## src/rtl/lsu_mem_adapter.sv

```systemverilog
// Load/store adapter between the core memory stage and a word-only data memory.
// Sub-word stores are done as read-modify-write; bad accesses respond with an error.
module lsu_mem_adapter #(
  parameter int ADDR_W = 32
) (
  input  logic              clk,
  input  logic              rst_n,
  input  logic              req_valid,
  output logic              req_ready,
  input  logic              req_store,
  input  logic [2:0]        req_funct3,
  input  logic [ADDR_W-1:0] req_addr,
  input  logic [31:0]       req_wdata,
  output logic              resp_valid,
  output logic [31:0]       resp_rdata,
  output logic              resp_err,
  output logic              mem_we,
  output logic [ADDR_W-1:0] mem_addr,
  output logic [31:0]       mem_wd,
  input  logic [31:0]       mem_rd
);

  typedef enum logic [1:0] {IDLE, ACCESS, MERGE, RESP} state_t;

  localparam logic [2:0] F3_W = 3'b010;

  state_t              state;
  logic                store_q;
  logic [2:0]          funct3_q;
  logic [ADDR_W-1:0]   addr_q;
  logic [31:0]         wdata_q;
  logic [31:0]         merge_q;

  // Illegal funct3 or an address not aligned to the access size.
  function automatic logic req_bad(input logic st, input logic [2:0] f3,
                                   input logic [1:0] off);
    logic illegal;
    logic misaligned;
    illegal    = st ? (f3 > F3_W) : ((f3 == 3'b011) || (f3[2:1] == 2'b11));
    misaligned = ((f3[1:0] == 2'b01) && off[0]) ||
                 ((f3[1:0] == 2'b10) && (off != 2'b00));
    return illegal | misaligned;
  endfunction

  function automatic logic [31:0] load_extend(input logic [2:0] f3,
                                              input logic [1:0] off,
                                              input logic [31:0] word);
    logic [7:0]         b;
    logic [15:0]        h;
    logic signed [31:0] r;
    b = word[{off, 3'b000} +: 8];
    h = word[{off[1], 4'b0000} +: 16];
    case (f3)
      3'b000:  r = {{24{b[7]}}, b};
      3'b001:  r = {{16{h[15]}}, h};
      3'b100:  r = {24'd0, b};
      3'b101:  r = {16'd0, h};
      default: r = word;
    endcase
    return r;
  endfunction

  // Replace only the addressed byte/halfword lane of the captured word.
  function automatic logic [31:0] merge_word(input logic [2:0] f3,
                                             input logic [1:0] off,
                                             input logic [31:0] word,
                                             input logic [31:0] wd);
    logic [31:0] m;
    m = word;
    if (f3[0]) m[{off[1], 4'b0000} +: 16] = wd[15:0];
    else       m[{off, 3'b000} +: 8]      = wd[7:0];
    return m;
  endfunction

  assign req_ready = (state == IDLE);
  assign mem_addr  = {addr_q[ADDR_W-1:2], 2'b00};

  always_comb begin
    mem_we = 1'b0;
    mem_wd = '0;
    case (state)
      ACCESS: begin
        if (store_q && (funct3_q == F3_W)) begin
          mem_we = 1'b1;
          mem_wd = wdata_q;
        end
      end
      MERGE: begin
        mem_we = 1'b1;
        mem_wd = merge_word(funct3_q, addr_q[1:0], merge_q, wdata_q);
      end
      default: ;
    endcase
  end

  // Response outputs are set on the edge entering RESP so they are high for that cycle only.
  always_ff @(posedge clk or negedge rst_n) begin
    if (!rst_n) begin
      state      <= IDLE;
      store_q    <= 1'b0;
      funct3_q   <= '0;
      addr_q     <= '0;
      wdata_q    <= '0;
      merge_q    <= '0;
      resp_valid <= 1'b0;
      resp_err   <= 1'b0;
      resp_rdata <= '0;
    end else begin
      resp_valid <= 1'b0;
      resp_err   <= 1'b0;
      resp_rdata <= '0;
      case (state)
        IDLE: begin
          if (req_valid) begin
            store_q  <= req_store;
            funct3_q <= req_funct3;
            addr_q   <= req_addr;
            wdata_q  <= req_wdata;
            if (req_bad(req_store, req_funct3, req_addr[1:0])) begin
              state      <= RESP;
              resp_valid <= 1'b1;
              resp_err   <= 1'b1;
            end else begin
              state <= ACCESS;
            end
          end
        end
        ACCESS: begin
          if (!store_q) begin
            state      <= RESP;
            resp_valid <= 1'b1;
            resp_rdata <= load_extend(funct3_q, addr_q[1:0], mem_rd);
          end else if (funct3_q == F3_W) begin
            state      <= RESP;
            resp_valid <= 1'b1;
          end else begin
            merge_q <= mem_rd;
            state   <= MERGE;
          end
        end
        MERGE: begin
          state      <= RESP;
          resp_valid <= 1'b1;
        end
        default: state <= IDLE;
      endcase
    end
  end

endmodule

```

## config.mk

```make
export PLATFORM = sky130hd
export DESIGN_NAME = lsu_mem_adapter
export DESIGN_NICKNAME = d
export VERILOG_FILES = /design/src/rtl/lsu_mem_adapter.sv
export SDC_FILE = /design/constraint.sdc
export NUM_CORES = 1
export LEC_CHECK = 0
export ABC_AREA = 1
export CAP_MARGIN = 20
export CORE_MARGIN = 8
export CORE_UTILIZATION = 25
export CTS_BUF_LIST = sky130_fd_sc_hd__clkbuf_2
export DETAILED_ROUTE_END_ITERATION = 7
export HOLD_SLACK_MARGIN = 0.06
export PLACE_DENSITY = 0.57
export SETUP_SLACK_MARGIN = 0.05
export SLEW_MARGIN = 20
export SYNTH_ARGS = -nofsm -noshare
export SYNTH_HDL_FRONTEND = slang
export SYNTH_SLANG_ARGS = --single-unit
```

## constraint.sdc

```tcl
create_clock -name clk -period 1.9 [get_ports clk]
set_input_delay 0.285 -clock clk [delete_from_list [all_inputs] [get_ports clk]]
set_output_delay 0.285 -clock clk [all_outputs]
set_load 0.005 [all_outputs]
```

### Yosys cells after proc, flatten, opt, wreduce, memory -nomap -nowiden

Index checks and enable logic that the tools add are counted.

* input port bits: 103
* register bits after elaboration: 136
* word-level logic and storage cells: 63

* equality and inequality tests: 11
* shifts and indexed selects: 6
* multiplexer cells: 22
* add/sub/neg operators: 2
* bitwise gates (word level): 2
* order comparisons: 1
* reduce and logical (&&, ||, !) cells: 10

Operators with widths (number)
* two-way mux 32 bit: 4
* case mux 32 bit (4 select lines): 1
* bitwise mux 32 bit: 2
* case mux 32 bit (2 select lines): 1
* variable shift 16 x 7 -> 32 bit (first input constant): 1
* variable shift 8 x 7 -> 32 bit (first input constant): 1
* indexed part select 16 x 7 -> 32 bit: 1
* indexed part select 32 x 6 -> 16 bit: 1
* indexed part select 32 x 6 -> 8 bit: 1
* indexed part select 8 x 7 -> 32 bit: 1
* negation 5 -> 7 bit: 2
* two-way mux 1 bit: 9
* == test 2 bit (second input constant): 3
* == test 3 x 2 -> 1 bit (second input constant): 2
* == test 3 bit (second input constant): 2
* case mux 2 bit (3 select lines): 1
* == test 2 x 1 -> 1 bit (second input constant): 2
* two-way mux 2 bit: 2
* == test 3 x 1 -> 1 bit (second input constant): 1
* > comparator 3 x 2 -> 1 bit (second input constant): 1
* logical AND 1 bit: 3
* zero test 3 bit: 1
* case mux 1 bit (3 select lines): 1
* AND reduction 3 bit: 1
* other kinds (8): 9

### Depth between registers and ports, before layout

Gate-level depths: netlist of the first run.

* word-level depth: 7
* mapped depth: 13
* depth with buffers taken out: 11

### Worst setup path after synthesis of the first run

OpenSTA, ideal clock, no wires.

* kind: register to output
* from: register addr_q[1]
* to: output mem_wd[0]
* cell stages (with the launch flop): 11
* data required time: 1615 ps
* buffers on the path: 4
* slack: -231 ps
* arrival time: 1846 ps
* path through: dfrtp_1 > inv_1 > buf_2 > buf_2 > ha_1 > buf_2 > clkbuf_1 > nand3_1 > o211ai_1 > nand3_1 > a21oi_1

* word-level cells in the longest chain between the ends: 5
* elaborated cells between the ends (all ways): 10

Ends and longest elaborated chain
* from (decl): RTL line 30 `logic [ADDR_W-1:0] addr_q;`
* from (signal assigned): RTL line 117 `addr_q <= req_addr;`
* negation 5 -> 7 bit, on equally long branches: RTL line 70, 71
* indexed part select 16 x 7 -> 32 bit (tied with other cells): RTL line 70 `if (f3[0]) m[{off[1], 4'b0000} +: 16] = wd[15:0];`
* bitwise mux 32 bit, on equally long branches: RTL line 70, 71
* two-way mux 32 bit *: RTL line 70
* case mux 32 bit (2 select lines) *: RTL line 81 `case (state)`
* to (decl): RTL line 19 `output logic [31:0] mem_wd,`

Mark *: on every way between the ends. The rest lies on a longest branch, timed or not.

### Final worst setup path of the first run

* from: register addr_q[0]
* to: output mem_wd[16]

* word-level cells in the longest chain between the ends: 5
* elaborated cells between the ends (all ways): 6

Ends and longest elaborated chain
* negation 5 -> 7 bit *: RTL line 71 `else m[{off, 3'b000} +: 8] = wd[7:0];`
* indexed part select 8 x 7 -> 32 bit / variable shift 8 x 7 -> 32 bit (equally long branches): RTL line 71
* bitwise mux 32 bit *: RTL line 71
* two-way mux 32 bit *: RTL line 70
* case mux 32 bit (2 select lines) *: RTL line 81

Marks and branches as above.

==> impl_metrics.toml, run 1 <==
[die]
dieWidth_um = 186
core_um2 = 28600
rows = 62
initial_core_util_pct = 25.4
die_y_um = 186
ios = 203
dieArea_um2 = 34800

[route]
avgRoutedWirePerCell_um = 18.5
via_count = 7156
drt-initial-drc-count = 494
dr.pass1.iters = 7
drc = 0
drtAntennaViolNets = 0
vias_per_cell = 4.62
drt-total-wl_um = 28600

[power_and_ir_drop]
leakage_nw = 5.33
p_per_area_nw_per_um2 = 1590
peakVddDrop_mv = 0.687

[grt]
grt_pass1_vias = 7336
grt_first_pass_wirelength_um = 43300
antenna_found_initial = 2
grt.overflow.total = 0
grt.total_usage_pct = 15.9
grt_max_degree = 52

[setup_path]
worstPathArrival_ns = 2.48
worst-setup-path-type = "flip-flop to output port"
worstRegToRegCells = 11
critPathSlowestCell = "dfrtp_1"
path_cells = "inv_2, buf_6, buf_6, ha_4, nand3_4, buf_6, o22ai_4, o21ai_2, a21oi_1, buf_2"
cp-start-kind = "flip-flop"
cpPeakStageDelay_ns = 0.47
cp.required_ns = 1.62
crit_path_frequent_cell = "buf_6"
end_kind = "output port"
crit_path_max_fanout = 6

[synth]
synth_common_cells = "146 x nand2_1, 136 x dfrtp_1, 102 x a21oi_1"
synth.area.top_cells = "dfrtp_1 47%, mux2_2 9.6%, nand2_1 7.5%"
yosys.area_share.simple_pct = 15.1
ys_seq_area_share_pct = 46.9
synth_enable_flop_cells = 0
synth_top_family_by_area = "compound AO/OA/AOI/OAI gates"
synth_adder_area_share_pct = 1.55
synth_cell_types = 32
syn_area_um2 = 7260
avgSynthCellArea_um2 = 8.62
synth_top_area_share_pct = 46.9
ys_seq_elements = 136
ys_async_sr_fraction_pct = 100
synthFlopType = "dfrtp_1"
yosys_warnings = 0
yosysMostFrequentCell = "nand2_1"
synthMuxAreaShare_pct = 9.62
synth_xor_area_share_pct = 0
synth.largest_area_cell = "dfrtp_1"
synthCells = 842
synth_compound_area_share_pct = 15.7

[clock_network]
cts_buffers = 17
insertion_delay_ns = 0.80
htree_num_levels = 4
cts_tree = "done"
cts.sinks = 136
clk_pin_slew_worst_paths_ns = 0.24
root_buffer = "clkbuf_2"
clock_path_buffers = 2

[sta]
rsz0062_at_grt = "yes"
max_slew_margin_pct = 61.3
fin_crit_ns = 2.76
max_freq_ghz = 0.362
finClkSkew_ns = 0.0863
finalCritPeriodShare_pct = 145
worst_slew_pin_slew_ns = 0.581
timing.final.hold_violations = 0
setup_viol = 33
slew_violations = 0
worst_slack_ns = -0.860

[placed_design]
place_ws_ns = -0.496
dp_hpwl_um = 20200
port_buffers = 200
routabilityCongestion = 0.899

[flow_run]
cap_violations = 0

[cells_and_area]
final_core_util_pct = 40.4
syn_to_final_growth_pct = 59.3
drive_gt1_share_pct = 32.4
n_fill_cell = 2846
nets = 1264

[min_path]
hold_path.class = "input pin to flip-flop"
holdPathStages = 3

[run_status]
outcome = "complete, but fails checks"
violations = "setup timing"
-- cells by family after synthesis --
logic type               count (synthesis)
AND/OR/NAND/NOR                        257
AO/OA/AOI/OAI                          212
buffers and inverters                  165
flip-flops                             136
multiplexers                            62
adder cells (fa/ha/maj)                  9
other                                    1
-- power by group --
group          switching [mW]  internal (mW)
clock                    1.31          0.637
combinational            5.95           5.39
sequential              0.908           4.18
-- what timing repair did --
action	4_1_cts	5_1_grt
endpoints found under the setup margin	113	93
cloned	3	1
gates resized for setup	317	113
hold endpoints to repair	190	5
buffers inserted	19	9
pin swaps	46	49
hold buffers	53	5
-- routing by layer --
metal | GRT usage, % | vias up | wire length [um]
met5 | 0 | - | 10
met4 | 4.59 | 2 | 589
met3 | 5.43 | 37 | 2230
met2 | 26.1 | 263 | 14100
met1 | 19.4 | 3467 | 11700
li1 | - | 3387 | -
-- critical path, delay by kind of cell, from the launching register on --
family	cells	cell delay [ns]
AOI/OAI and AO/OA	3	0.32
adders and majority gates	1	0.15
buffers and inverters	5	0.63
DFF	1	0.47
and+or+nand+nor	1	0.15
-- registers in the layout, summed over array words and instances, names as in the netlist --
| register | flops |
|---|---|
| merge_q | 32 |
| resp_rdata | 32 |
| resp_valid | 1 |
| addr_q | 32 |
| store_q | 1 |
| resp_err | 1 |
| state | 2 |
| funct3_q | 3 |
| wdata_q | 32 |
-- cell usage in the layout, fill, tap and decap left out, types with 30 or more instances in the layout --
cell / n
a21oi_1: 76
clkdlybuf4s50_1: 101
mux2_2: 62
dlygate4sd3_1: 58
buf_2: 30
nand2_1: 131
dfrtp_1: 136
inv_1: 73
nor2_1: 48
buf_4: 75
-- through the flow --
step	instances	total power [mW]	cell area (um2)	hold WS, ns	setup TNS [ns]
2_1_floorplan	843	10.2	7320	-0.0106	0
3_5_place_dp	1431	14.5	10100	0.296	-13.32
6_report	1550	18.4	11600	0.111	-25.48
5_1_grt	1550	19.6	11600	0.0599	-31.35
3_3_place_gp	1431	14.4	10100	0.298	-12.60
4_1_cts	1538	17.6	11200	0.0601	-26.54
-- area by class of cell --
class | instances | area [um2] | share of cell area [%]
Inverter | 86 | 343 | 2.96
Timing Repair Buffer | 368 | 3440 | 29.8
Multi-Input combinational cell | 543 | 3650 | 31.5
Tap cell | 384 | 480 | 4.15
Clock buffer | 17 | 85.1 | 0.735
Clock inverter | 15 | 166 | 1.44
Sequential cell | 136 | 3400 | 29.4
Antenna cell | 1 | 2.50 | 0.0216
-- worst paths after layout --
path	endpoint	from	slack (ns)
hold / removal	funct3_q[1]$_DFFE_PN0P_	req_funct3[1]	0.11
max in group asynchronous	resp_err$_DFF_PN0_	rst_n	0.69
setup reg to reg	resp_rdata[24]$_DFF_PN0_	addr_q[1]$_DFFE_PN0P_	0.01
min in group asynchronous	resp_rdata[18]$_DFF_PN0_	rst_n	0.50
hold reg to reg	addr_q[31]$_DFFE_PN0P_	addr_q[31]$_DFFE_PN0P_	0.53
setup / recovery	mem_wd[16]	addr_q[0]$_DFFE_PN0P_	-0.86
(Power assumes the default switching activity.)
==> run 2: changes to the inputs <==
HOLD_SLACK_MARGIN = 0.03   (was 0.06)
PLACE_DENSITY = 0.56   (was 0.57)
SKIP_LAST_GASP = 1   (was unset)
==> run 2 against run 1 <==
The flow still finishes with violations (setup timing); via count decreased by 2.6%; global-route usage down 0.84 points; first-iteration DRC count decreased by 16%; critical endpoint is now mem_wd[0]; critical path depth shrank 1; die area unchanged; sequential share of layout area up 1.3 points; sequential power hardly changed; setup slack better by 0.085 ns; combinational power down 4%; sequential cell count stayed put; core utilization is 1.7 points lower; final cell count is 3.5% lower.
==> impl_metrics.toml, run 2 (synthesized netlist as in run 1, its figures left out) <==
[run_status]
outcome = "complete, but fails checks"
violations = "setup timing"

[flow_run]
cap_violations = 0

[grt]
grt.overflow.total = 0
antenna_found_initial = 2
grt_pass1_vias = 7108
grt.total_usage_pct = 15.0
grt_first_pass_wirelength_um = 41100
grt_max_degree = 53

[clock_network]
htree_num_levels = 4
cts_tree = "done"
root_buffer = "clkbuf_2"
insertion_delay_ns = 0.73
clk_pin_slew_worst_paths_ns = 0.25
cts_buffers = 17
clock_path_buffers = 2
cts.sinks = 136

[sta]
hold_slack_ns = 0.129
worst_slack_ns = -0.775
max_slew_margin_pct = 62.6
max_freq_ghz = 0.374
rsz0062_at_grt = "yes"
worst_slew_pin_slew_ns = 0.561
timing.final.hold_violations = 0
fin_crit_ns = 2.67
setup_viol = 34
slew_violations = 0
finClkSkew_ns = 0.0462
finalCritPeriodShare_pct = 141

[setup_path]
cp-start-kind = "flip-flop"
crit_path_max_fanout = 4
worst-setup-path-type = "flip-flop to output port"
end_kind = "output port"
reg2reg_from = "addr_q[1]$_DFFE_PN0P_"
worstPathArrival_ns = 2.39
cp.required_ns = 1.62
cp-startpoint = "addr_q[0]$_DFFE_PN0P_"

[placed_design]
dp_hpwl_um = 20100
routabilityCongestion = 0.917
dp_cells = 1429
port_buffers = 200

[die]
dieArea_um2 = 34800
ios = 203
initial_core_util_pct = 25.4
dieWidth_um = 186
core_um2 = 28600
rows = 62
die_y_um = 186

[min_path]
hold_path.class = "input pin to flip-flop"
worstHoldStart = "mem_rd[11]"

[cells_and_area]
fin_cells = 1496
drive_gt1_share_pct = 32.0
nets = 1212
layout_common_cells = "136 x dfrtp_1, 135 x nand2_1, 101 x clkdlybuf4s50_1"
syn_to_final_growth_pct = 52.8
final_common_cell = "dfrtp_1"
antenna_cells = 0

[route]
avgRoutedWirePerCell_um = 18.2
drc = 0
wl_met2_um = 13000
wl_met3_um = 1970
drt-total-wl_um = 27200
dr.pass1.iters = 7
drtAntennaViolNets = 0
via_count = 6968
vias_per_cell = 4.66
wl_met1_um = 11600
drt-initial-drc-count = 414
highest_layer = "met5"

[power_and_ir_drop]
p_per_area_nw_per_um2 = 1590
leakage_nw = 5.18
peakVddDrop_mv = 0.684
-- run 2: per-layer routing --
layer,up-vias,track usage (%)
met4,4,4.83
met5,-,0
li1,3297,-
met1,3367,18.5
met2,269,24.3
met3,31,5.20
-- run 2: final timing paths --
| check | endpoint | slack [ns] | depth (start not counted) |
|---|---|---|---|
| max in group asynchronous | merge_q[25]$_DFFE_PN0P_ | 0.24 | 4 |
| hold reg to reg | merge_q[4]$_DFFE_PN0P_ | 0.52 | 2 |
| setup reg to reg | resp_rdata[0]$_DFF_PN0_ | 0.10 | 6 |
| min in group asynchronous | resp_rdata[20]$_DFF_PN0_ | 0.63 | 3 |
| hold / removal | merge_q[11]$_DFFE_PN0P_ | 0.13 | 3 |
| setup / recovery | mem_wd[0] | -0.77 | 9 |
-- run 2: critical path, cell delays in order, from the launching register on --
cell	delay, ns
dfrtp_1	0.44
inv_2	0.12
ha_4	0.25
nor2_4	0.18
buf_4	0.14
nand3_2	0.05
o211ai_1	0.09
nand3_1	0.12
a21oi_2	0.16
buf_2	0.15
-- run 2: report_power, final --
group / internal, mW / switching [mW] / leakage (nW)
combinational: 5.17 / 5.60 / 3.37
sequential: 4.18 / 0.877 / 1.67
clock: 0.613 / 1.19 / 0.131
total: 9.97 / 7.66 / 5.18
-- run 2: cell type report --
cell class	count	area, um2
clock buffers	18	90.1
clock inverters	13	149
fillers	2908	17500
inverters	86	337
multi-input cells	543	3570
flip-flops and latches	136	3400
well taps	384	480
repair buffers	316	3070
-- run 2: what timing repair did --
action,CTS,global route
buffers inserted,11,12
hold endpoints to repair,136,8
pin swaps,29,40
setup endpoints to repair,100,103
gates cloned,1,7
hold buffers,2,5
resized for setup,289,90
-- run 2: stage by stage --
stage / TNS (ns) / setup WS (ns) / utilization (%) / power, mW / area, um2
3_5_place_dp: -13.60 / -0.500 / 35.2 / 14.6 / 10100
2_1_floorplan: 0 / 0.0528 / - / 10.2 / 7320
3_3_place_gp: -12.72 / -0.477 / 35.2 / 14.5 / 10100
4_1_cts: -24.74 / -0.820 / 37.0 / 16.8 / 10600
6_report: -21.78 / -0.775 / 38.8 / 17.6 / 11100
5_1_grt: -28.58 / -0.968 / 38.8 / 19.0 / 11100
